File: config.mk
export PLATFORM = sky130hd
export DESIGN_NAME = serial_word_rx
export DESIGN_NICKNAME = d
export VERILOG_FILES = /design/src/rtl/serial_word_rx.sv
export SDC_FILE = /design/constraint.sdc
export NUM_CORES = 1
export LEC_CHECK = 0
export ABC_CLOCK_PERIOD_IN_PS = 1700
export BUFFER_PORTS_ARGS = -buffer_cell sky130_fd_sc_hd__buf_2
export CAP_MARGIN = 15
export CORE_ASPECT_RATIO = 1.5
export CORE_MARGIN = 10
export CORE_UTILIZATION = 40
export CTS_BUF_LIST = sky130_fd_sc_hd__clkbuf_2 sky130_fd_sc_hd__clkbuf_4 sky130_fd_sc_hd__clkbuf_8
export DETAILED_ROUTE_END_ITERATION = 16
export GPL_TIMING_DRIVEN = 0
export PLACE_DENSITY = 0.69
export SLEW_MARGIN = 10
export SYNTH_ARGS = -nofsm -noshare
export SYNTH_HDL_FRONTEND = slang
export SYNTH_SLANG_ARGS = --single-unit
File: constraint.sdc
create_clock -name clk -period 1.7 [get_ports clk]
set_input_delay 0.255 -clock clk [delete_from_list [all_inputs] [get_ports clk]]
set_output_delay 0.255 -clock clk [all_outputs]
set_load 0.1 [all_outputs]
File: src/rtl/serial_word_rx.sv
// Serial frame receiver: start(1), WIDTH data bits MSB first, optional parity, stop(0).
// Define PARITY_CHECK_EN to compile in the even-parity bit and check.
module serial_word_rx #(
   parameter int WIDTH = 8
) (
   input  logic             clk,
   input  logic             reset,
   input  logic             din,
   input  logic             din_en,
   output logic [WIDTH-1:0] dout,
   output logic             dout_valid,
   input  logic             dout_ready,
   output logic             busy,
   output logic             framing_err,
   output logic             parity_err,
   output logic             overrun
);

   // state  | meaning
   // IDLE   | waiting for a qualified start bit (1)
   // SHIFT  | collecting WIDTH data bits, MSB first
   // PARITY | collecting the parity bit (PARITY_CHECK_EN only)
   // STOP   | checking the stop bit (0) and delivering the word
   typedef enum logic [1:0] {
      ST_IDLE   = 2'd0,
      ST_SHIFT  = 2'd1,
`ifdef PARITY_CHECK_EN
      ST_PARITY = 2'd2,
`endif
      ST_STOP   = 2'd3
   } state_t;

   localparam int CW = $clog2(WIDTH + 1);
   localparam logic [CW-1:0] LAST_BIT = CW'(WIDTH - 1);

   state_t           r_state;
   logic [WIDTH-1:0] r_shift;
   logic [CW-1:0]    r_cnt;
   logic [WIDTH-1:0] r_dout;
   logic             r_valid;
   logic             r_ferr;
   logic             r_ovr;
`ifdef PARITY_CHECK_EN
   logic             r_par;
   logic             r_perr;
`endif

   always_ff @(posedge clk or negedge reset) begin
      if (!reset) begin
         r_state <= ST_IDLE;
         r_shift <= '0;
         r_cnt   <= '0;
         r_dout  <= '0;
         r_valid <= 1'b0;
         r_ferr  <= 1'b0;
         r_ovr   <= 1'b0;
`ifdef PARITY_CHECK_EN
         r_par   <= 1'b0;
         r_perr  <= 1'b0;
`endif
      end else begin
         r_ferr <= 1'b0;
         r_ovr  <= 1'b0;
`ifdef PARITY_CHECK_EN
         r_perr <= 1'b0;
`endif
         if (r_valid && dout_ready)
            r_valid <= 1'b0;

         if (din_en) begin
            case (r_state)
               ST_IDLE: begin
                  if (din) begin
                     r_state <= ST_SHIFT;
                     r_cnt   <= '0;
                     r_shift <= '0;
                  end
               end
               ST_SHIFT: begin
                  r_shift <= {r_shift[WIDTH-2:0], din};
                  r_cnt   <= r_cnt + 1'b1;
                  if (r_cnt == LAST_BIT) begin
`ifdef PARITY_CHECK_EN
                     r_state <= ST_PARITY;
`else
                     r_state <= ST_STOP;
`endif
                  end
               end
`ifdef PARITY_CHECK_EN
               ST_PARITY: begin
                  r_par   <= din;
                  r_state <= ST_STOP;
               end
`endif
               ST_STOP: begin
                  r_state <= ST_IDLE;
                  if (din)
                     r_ferr <= 1'b1;
`ifdef PARITY_CHECK_EN
                  else if (^{r_shift, r_par})
                     r_perr <= 1'b1;
`endif
                  // a same-edge handshake frees the holding register for the new word
                  else if (!r_valid || dout_ready) begin
                     r_dout  <= r_shift;
                     r_valid <= 1'b1;
                  end else
                     r_ovr <= 1'b1;
               end
               default: r_state <= ST_IDLE;
            endcase
         end
      end
   end

   assign dout        = r_dout;
   assign dout_valid  = r_valid;
   assign busy        = (r_state != ST_IDLE);
   assign framing_err = r_ferr;
   assign overrun     = r_ovr;
`ifdef PARITY_CHECK_EN
   assign parity_err  = r_perr;
`else
   assign parity_err  = 1'b0;
`endif

endmodule

=== After elaboration in Yosys (flattened, before gate mapping) ===
Index checks and enable logic that the tools add are counted.

* RAM bits: 0
* Memory bits (read-only): 0
* Register bits: 25
* Memories kept: 0
* Input bits: 5
* Latch bits: 0
* Output and inout port bits: 13

* Equal/unequal tests: 5
* Magnitude comparators: 0
* Multiply operators: 0
* Add/sub/neg operators: 1
* Div/mod/pow operators: 0
* Bitwise logic cells: 1
* Reductions and logical operators: 9
* Shifts and indexed selects: 0
* Mux-type cells: 19

{| class="wikitable"
|+ Operators by type and width
! operator !! count
|-
| one-hot mux 8 bit (2 select lines) || 1
|-
| 2-to-1 mux 1 bit || 12
|-
| 2-to-1 mux 8 bit || 1
|-
| one-hot mux 4 bit (2 select lines) || 1
|-
| AND reduction 3 bit || 2
|-
| adder 4 x 1 -> 4 bit (second input constant) || 1
|-
| == test 4 x 3 -> 1 bit (second input constant) || 1
|-
| 2-to-1 mux 2 bit || 2
|-
| 2-to-1 mux 4 bit || 1
|-
| inequality test 2 bit (second input constant) || 2
|-
| one-hot mux 2 bit (2 select lines) || 1
|-
| AND reduction 4 bit || 1
|-
| nonzero test 2 bit || 2
|-
| == test 2 x 1 -> 1 bit (second input constant) || 1
|-
| == test 2 bit (second input constant) || 1
|-
| logical NOT 2 bit || 1
|-
| logical AND 1 bit || 1
|-
| logical NOT 1 bit || 1
|-
| logical OR 1 bit || 1
|-
| inverter 1 bit || 1
|}

=== Depth between registers and ports, before layout ===
Gate-level depths: netlist of the first run.

* Depth in word-level cells: 6
* Mapped depth: 4
* Depth with buffers taken out: 4

=== Worst setup path before layout of the first run ===
No wires, ideal clock.

* Kind: reg2reg
* Start: register r_valid (netlist: dout_valid)
* End: register r_dout[0] (netlist: dout[0])
* Arrival: 1680 ps
* Period minus slack after synthesis: 1806 ps
* Slack: -106 ps
* Cell stages (with the launch flop): 5
* Library setup time: 126 ps
* Cells stage by stage: dfrtp_1 nand2b_1 nor2b_2 buf_6 mux2_4

* Cells in the longest elaborated chain, start to end: 3

{| class="wikitable"
|+ RTL lines
! what !! line !! RTL
|-
| from (decl) || 40 || <nowiki>logic r_valid;</nowiki>
|-
| from (signal assigned) || 54 || <nowiki>r_valid <= 1'b0;</nowiki>
|-
| from (signal assigned) || 68 || <nowiki>r_valid <= 1'b0;</nowiki>
|-
| from (signal assigned) || 107 || <nowiki>r_valid <= 1'b1;</nowiki>
|-
| logical NOT 1 bit || 105 || <nowiki>else if (!r_valid || dout_ready) begin</nowiki>
|-
| logical OR 1 bit || 105 ||
|-
| AND reduction 4 bit (no source line) || n/a ||
|-
| to (signal assigned) || 106 || <nowiki>r_dout <= r_shift;</nowiki>
|-
| to (decl) || 39 || <nowiki>logic [WIDTH-1:0] r_dout;</nowiki>
|}

Every way passes these cells.
A chain may end at the register's enable or synchronous reset.

=== Worst setup path after layout of the first run ===
* Start: register r_state[0]
* End: output busy

* Cells in the longest elaborated chain, start to end: 1

{| class="wikitable"
|+ RTL lines
! what !! line !! RTL
|-
| from (decl) || 36 || <nowiki>state_t r_state;</nowiki>
|-
| from (signal assigned) || 50 || <nowiki>r_state <= ST_IDLE;</nowiki>
|-
| from (signal assigned) || 74 || <nowiki>r_state <= ST_SHIFT;</nowiki>
|-
| from (signal assigned) || 86 || <nowiki>r_state <= ST_STOP;</nowiki>
|-
| nonzero test 2 bit || 119 || <nowiki>assign busy = (r_state != ST_IDLE);</nowiki>
|-
| to (decl) || 13 || <nowiki>output logic busy,</nowiki>
|}

Every way passes these cells.

==> metrics, run 1 <==
status=finished, final reports clean; #FFs+latches synth=25; FMAX=a little over 600 MHz; Slew @ Worst Pin=540.9 ps; total of max-cap violations=0; WP data required=1440 ps; core area=2450 um^2; Slew HR=a little under two thirds; IO buf count=16; vias in the first global route=625; Worst path top cell family by delay=flip-flops; CP Capture Type=output port; ant diodes=0; placed cells=110; clk buf depth=2; pin count of the biggest net entering global routing=26; Layout Cells excl Fill=115; Pre-antenna DRT Iters=4; most common cell after layout, fill and taps aside=dfrtp_1; Mapped Cells=70; clock slew at reported path FFs=120 ps; final core occ=48.47%; CP max FO=8; CP Class=reg2out; CP bufs+invs=1; Slew Limit Fails=0; number of nets still failing antenna checks after routing=0; row count=22; Fillers=227; worst setup margin=70.08 ps; Critical Path Max Stage Delay=480 ps; worst hold path type=in2reg; Synth Cell Area=1033 um^2; fin crit share=95.88%; Root Driver=clkbuf_4; Critical Path Start Type=flip-flop; DIE AREA=between 5000 and 6000 um^2; Syn Area/Cell=14.76 um^2; DR WL/cell=14.51 um; setup TNS=0 ps; Slowest-stage cell, CP=dfrtp_1; IO Pins=18; post-synth cell types=27; Nets=98; clk sinks=25; Synth top area share=60.53%; CTS Buf Count=3; CTS tree=yes; most frequent cells in the layout=dfrtp_1, buf_2, a22o_1; Final Skew=1.224 ps; initial antenna violation count=0; Die W=61.50 um; first-pass GRT wire length=2.884 mm; gr usage total=7.290%; total global routing overflow=0; post-synthesis sequential area ratio=60.53%; Yosys top cell by area=dfrtp_1; syn_nets=76; total setup buffers inserted after CTS=0; share of layout cells above drive strength 1=42.86%; endpoints failing setup=0; CTS H-tree depth=1; worst skew pair latency=300 ps; Via Count=609; dpl ws=348.8 ps; Die H=82.26 um; 1st-iter DRT viols=12; DRC=0; Syn-to-layout area delta=14.89%; Worst Path Arrival=1370 ps; final hold viol count=0; synth top area cells=dfrtp_1, mux2_4, a22o_1; Cell Chain, Critical Path=or2_2 -> clkbuf_4; Synth Warn #=0; DR vias/cell=5.296; Period minus WS final=1630 ps; RD Place Congestion=0.7089; Initial Util=42.19%; Post-Route WL=1.669 mm
==> worst min-delay path, cell delays in order <==
cell      delay [ps]
buf_2             70
nand2b_1         120
nor2_1            50
==> per-stage QoR <==
step	hold WS (ps)	instance area (um^2)
after floorplan	-40.59	1035
after detailed placement	278.2	1145
final	220.8	1187
after CTS	209.7	1185
after global routing	215.8	1187
after global placement	263.6	1145
==> timing repair <==
action | CTS | global route
endpoints found under the setup margin | 0 | 1
endpoints found under the hold margin | 25 | 0
hold buffers | 1 | 0
resized for setup | 0 | 1
==> cell families after synthesis <==
logic type,share of synthesized area (%)
flip-flops,60.53
AND/OR/NAND/NOR,9.443
other,0.3628
AO/OA/AOI/OAI,11.62
buffers and inverters,3.148
adder cells (fa/ha/maj),1.210
multiplexers,13.68
==> flip-flops by register name (all words and copies together) (netlist names) <==
signal,cells
r_cnt,4
r_state,2
r_shift,8
framing_err,1
dout_valid,1
overrun,1
dout,8
==> Yosys cell counts (all sizes together) <==
cell and number:
nor3b 1, nand4b 1, nand3 1, or2 1
nor2b 1, mux2i 1, nor2 1, inv 1
and4 1, o22ai 1, ha 1, nand2 1
and3b 1, a211o 1, a22o 10, buf 4
nand2b 1, o211ai 1, and3 1, a21oi 2
dfrtp 25, mux2 9, nand3b 2, conb 1
==> final timing paths <==
kind / start / end / slack, ps / cells past startpoint
setup / recovery: r_state[0] / busy / 70 / 2
hold / removal: dout_ready / overrun / 220 / 3
setup reg to reg: r_state[0] / dout[2] / 350 / 4
hold reg to reg: dout[4] / dout[4] / 520 / 1
max in group asynchronous: reset / dout_valid / 850 / 2
min in group asynchronous: reset / dout[3] / 460 / 2
==> area by class of cell <==
cell class                      instances  area, um^2  share of cell area [%]
Buffer                                  4       28.78                   2.424
Clock buffer                            4       30.03                   2.529
Inverter                                1       3.754                  0.3161
Multi-Input combinational cell         40       375.4                   31.61
Sequential cell                        25       626.9                   52.79
Tap cell                               24       30.03                   2.529
Timing Repair Buffer                   17       92.59                   7.798
==> routing by layer <==
| layer | vias to the layer above | GRT usage [%] | part of all wire, % |
|---|---|---|---|
| met1 | 293 | 9.191 | 43 |
| met2 | 13 | 11.53 | 49 |
| met4 | 0 | 2.691 | 0.66 |
| li1 | 301 | - | - |
| met3 | 2 | 1.985 | 8.1 |
| met5 | - | 0 | 0 |
Power of run 1 is not shown: default switching activity piles up to over one toggle a cycle in this logic, so the estimate is an artifact.
==> inputs of run 2 (changes only) <==
--- a/config.mk
+++ b/config.mk
@@ -5,7 +5,7 @@
 export SDC_FILE = /design/constraint.sdc
 export NUM_CORES = 1
 export LEC_CHECK = 0
-export ABC_CLOCK_PERIOD_IN_PS = 1700
+export ABC_CLOCK_PERIOD_IN_PS = 1800
 export BUFFER_PORTS_ARGS = -buffer_cell sky130_fd_sc_hd__buf_2
 export CAP_MARGIN = 15
 export CORE_ASPECT_RATIO = 1.5
==> constraint.sdc (replaced) <==
create_clock -name clk -period 1.8 [get_ports clk]
set_input_delay 0.27 -clock clk [delete_from_list [all_inputs] [get_ports clk]]
set_output_delay 0.27 -clock clk [all_outputs]
set_load 0.1 [all_outputs]
==> run 2 against run 1 <==
Effect of this change: routed wire length barely moved; die area unchanged; critical path depth unchanged; largest cell class unchanged.
==> metrics, run 2 (synthesized netlist as in run 1, its figures left out) <==
DIE AREA=a little over 5000 um^2; pin count of the biggest net entering global routing=26; DR WL/cell=approximately 15 um; clk sinks=25; CTS H-tree depth=1; Final Skew=1.010 ps; total global routing overflow=0; worst skew pair latency=300 ps; most frequent cells in the layout=dfrtp_1, buf_2, a22o_1; Via Count=610; Syn-to-layout area delta=14.65%; Die W=61.50 um; DP Area=around 1100 um^2; most common cell after layout, fill and taps aside=dfrtp_1; WP data required=between 1500 and 2000 ps; clk buf depth=2; setup TNS=0 ps; metal2 WL=814 um; core area=2450 um^2; total setup buffers inserted after CTS=0; RSZ-0062 raised after global routing=false; RD Place Congestion=0.7089; Slew HR=between 60% and 70%; Slew @ Worst Pin=between 500 and 600 ps; DRC=0; DR vias/cell=about 5.3; initial antenna violation count=0; Period minus WS final=between 1500 and 2000 ps; fin crit share=91.87%; Nets=98; CP Capture Type=output port; reg-to-reg slack, setup=around 450 ps; worst hold path type=in2reg; status=finished, final reports clean; ant diodes=0; CTS Buf Count=3; IO Pins=18; met1 WL=721 um; Worst Path Arrival=1380 ps; CTS tree=yes; FMAX=between 600 and 700 MHz; CTS resizes=0; Die H=between 80 and 90 um; Post-Route WL=1.670 mm; Critical Path Start Type=flip-flop; 1st-iter DRT viols=12; endpoints failing setup=0; Slew Limit Fails=0; number of nets still failing antenna checks after routing=0; total of max-cap violations=0; top sig layer=met4; Post-Layout Inst Area=1185 um^2; Root Driver=clkbuf_4; vias in the first global route=625; metal3 WL=123 um; Initial Util=42.19%; gr usage total=7.290%; final hold viol count=0; CP Class=reg2out; CP max FO=8; IO buf count=16; row count=22; first-pass GRT wire length=between 2 and 3 mm; clock slew at reported path FFs=120 ps; Pre-antenna DRT Iters=3; share of layout cells above drive strength 1=between 40 and 50%
==> run 2: cell count changes in the layout (fill, tap and decap cells not counted), sizes merged <==
cell | before | now
buf | 19 | 20
clkbuf | 5 | 4
==> run 2: final timing paths <==
check	depth (start not counted)	endpoint	startpoint
setup / recovery	2	busy	r_state[0]
hold / removal	2	r_state[0]	din_en
setup reg to reg	4	dout[2]	r_state[1]
hold reg to reg	1	dout[4]	dout[4]
max in group asynchronous	2	dout_valid	reset
min in group asynchronous	2	dout[3]	reset
==> run 2: through the flow <==
stage                     hold WS [ps]  std cells  worst slack, ps  util (%)
after CTS                        224.7        115            127.9     48.37
after floorplan                 -25.59         70            280.9         -
final                            234.2        115            146.3     48.37
after global placement           278.6        110            435.2     46.73
after global routing             230.8        115            75.81     48.37
after detailed placement         293.2        110            433.8     46.73
==> run 2: timing repair <==
action                                 4_1_cts  5_1_grt
hold buffers                                 1        0
setup endpoints to repair                    0        0
endpoints found under the hold margin       25        0
==> run 2: critical path, stage by stage (launching register included) <==
cell	delay [ps]
dfrtp_1	480
or2_2	310
buf_2	290
==> run 2: cell type report <==
class	count	area (um^2)
plain buffers	4	28.78
clock buffers	4	30.03
inverters	1	3.754
fillers	226	1265
repair buffers	17	90.09
well taps	24	30.03
multi-input cells	40	375.4
flip-flops and latches	25	626.9
==> run 2: routing by layer <==
metal  up-vias  GRT usage (%)
met3         2          1.985
met5         -              0
met4         0          2.691
li1        301              -
met1       297          9.191
met2        10          11.53
Power of run 2 is left out for the same reason.
==> inputs of run 3 (changes only) <==
--- a/config.mk
+++ b/config.mk
@@ -8,13 +8,15 @@
 export ABC_CLOCK_PERIOD_IN_PS = 1800
 export BUFFER_PORTS_ARGS = -buffer_cell sky130_fd_sc_hd__buf_2
 export CAP_MARGIN = 15
+export CELL_PAD_IN_SITES_DETAIL_PLACEMENT = 0
+export CELL_PAD_IN_SITES_GLOBAL_PLACEMENT = 2
 export CORE_ASPECT_RATIO = 1.5
 export CORE_MARGIN = 10
-export CORE_UTILIZATION = 40
+export CORE_UTILIZATION = 39
 export CTS_BUF_LIST = sky130_fd_sc_hd__clkbuf_2 sky130_fd_sc_hd__clkbuf_4 sky130_fd_sc_hd__clkbuf_8
 export DETAILED_ROUTE_END_ITERATION = 16
 export GPL_TIMING_DRIVEN = 0
-export PLACE_DENSITY = 0.69
+export PLACE_DENSITY = 0.88
 export SLEW_MARGIN = 10
 export SYNTH_ARGS = -nofsm -noshare
 export SYNTH_HDL_FRONTEND = slang
==> run 3 against run 2 <==
Effect of this change: flip-flop and latch count unchanged; via count up 3.6%; fmax down 0.44%; sequential share of layout area down 0.55 points; final area up 1.1%; register-to-register slack worse by 20 ps; cell count up 10%; worst setup slack worse by 7.3 ps; clock skew up 6.2 ps; non-clock buffer count unchanged; global-route usage up 0.081 points; critical endpoint unchanged.
==> metrics, run 3 (synthesized netlist as in run 1, its figures left out) <==
status=finished, final reports clean; total global routing overflow=0; setup TNS=0 ps; most frequent cells in the layout=dfrtp_1, buf_2, a22o_1; post-detail-place hpwl=1.293 mm; DRC=0; Nets=98; Slew @ Worst Pin=536.2 ps; hold endpoint=r_state[0]; DIE AREA=~5200 um^2; Slowest-stage cell, CP=dfrtp_1; clk buf depth=2; RSZ-0062 raised after global routing=false; HP Start=din_en; CP Class=reg2out; 1st-iter DRT viols=19; Via Count=632; Root Driver=clkbuf_4; gr usage total=7.372%; dpl ws=407.7 ps; CP bufs+invs=1; FMAX=~600 MHz; Critical Path Max Stage Delay=480 ps; clk sinks=25; worst skew pair latency=310 ps; Worst path top cell family by delay=flip-flops; Die H=83.05 um; worst setup margin=139.0 ps; Cell Chain, Critical Path=or2_2 -> buf_2; final hold viol count=0; worst hold margin=218.5 ps; vias in the first global route=630; ant diodes=0; hold path cells=2; CTS Buf Count=3; RD Place Congestion=approximately 0.74; Worst Path Arrival=1390 ps; Final Skew=7.194 ps; IO Pins=18; WP data required=1530 ps; Critical Path Start Type=flip-flop; DR vias/cell=4.976; Slew Limit Fails=0; Period minus WS final=1661 ps; core area=between 2000 and 3000 um^2; CTS H-tree depth=1; DR WL/cell=13.81 um; most common cell after layout, fill and taps aside=dfrtp_1; IO buf count=16; endpoints failing setup=0; initial antenna violation count=0; R2R depth=4; clock slew at reported path FFs=roughly 120 ps; pin count of the biggest net entering global routing=26; first-pass GRT wire length=3.001 mm; Worst R2R End=dout[2]; Die W=62.03 um; CP Capture Type=output port; Pre-antenna DRT Iters=4; share of layout cells above drive strength 1=42.86%; Syn-to-layout area delta=15.86%; RR Startpoint=r_state[0]; number of nets still failing antenna checks after routing=0; CP Depth=2; total setup buffers inserted after CTS=0; reg-to-reg slack, setup=between 400 and 500 ps; CTS tree=yes; row count=22; Initial Util=approximately 41%; fin crit share=approximately 92%; Post-Route WL=1.754 mm; total of max-cap violations=0; Slew HR=approximately 64%; CP max FO=8; worst hold path type=in2reg
## run 3: changes by cell type in the layout (fill, tap and decap cells not counted), sizes merged
cell | previous run | this run
clkinv | 0 | 1
clkbuf | 4 | 3
## run 3: cell type report
class,count,area [um^2]
Clock buffer,3,22.52
Fill cell,242,1308
Timing Repair Buffer,17,90.09
Sequential cell,25,626.9
Inverter,1,3.754
Tap cell,36,45.04
Buffer,4,28.78
Clock inverter,1,5.005
Multi-Input combinational cell,40,375.4
## run 3: through the flow
stage	area, um^2	std cells	util [%]
finish	1197	127	47.80
global route	1197	127	47.80
CTS	1197	127	47.80
detailed placement	1160	122	46.30
global placement	1160	122	46.30
floorplan	1035	70	-
## run 3: worst max-delay path by stage
stage,slack [ps],startpoint,endpoint
after global routing,70,r_state[0],busy
after detailed placement,410,din,dout[2]
after CTS,120,r_state[0],busy
after global placement,430,din,dout[1]
after floorplan,280,dout_valid,dout[0]
final,140,r_state[0],busy
## run 3: worst register-to-register path: cells and delay by family (launching register included)
family	cells	cell delay, ps
buf+inv	1	160
flops	1	490
mux	1	310
simple gates	2	310
## run 3: routing by layer
layer / share of wire (%) / vias up / GRT usage, % / wire (um)
li1: - / 294 / - / -
met1: 41 / 320 / 9.446 / 727
met2: 49 / 16 / 11.19 / 868
met3: 8.5 / 2 / 1.829 / 149
met4: 0.46 / 0 / 3.049 / 8
met5: 0 / - / 0 / 0
## run 3: repair_timing
item	CTS	global route
hold buffers	1	0
gates resized for setup	0	0
endpoints found under the hold margin	25	0
Power of run 3 is left out for the same reason.
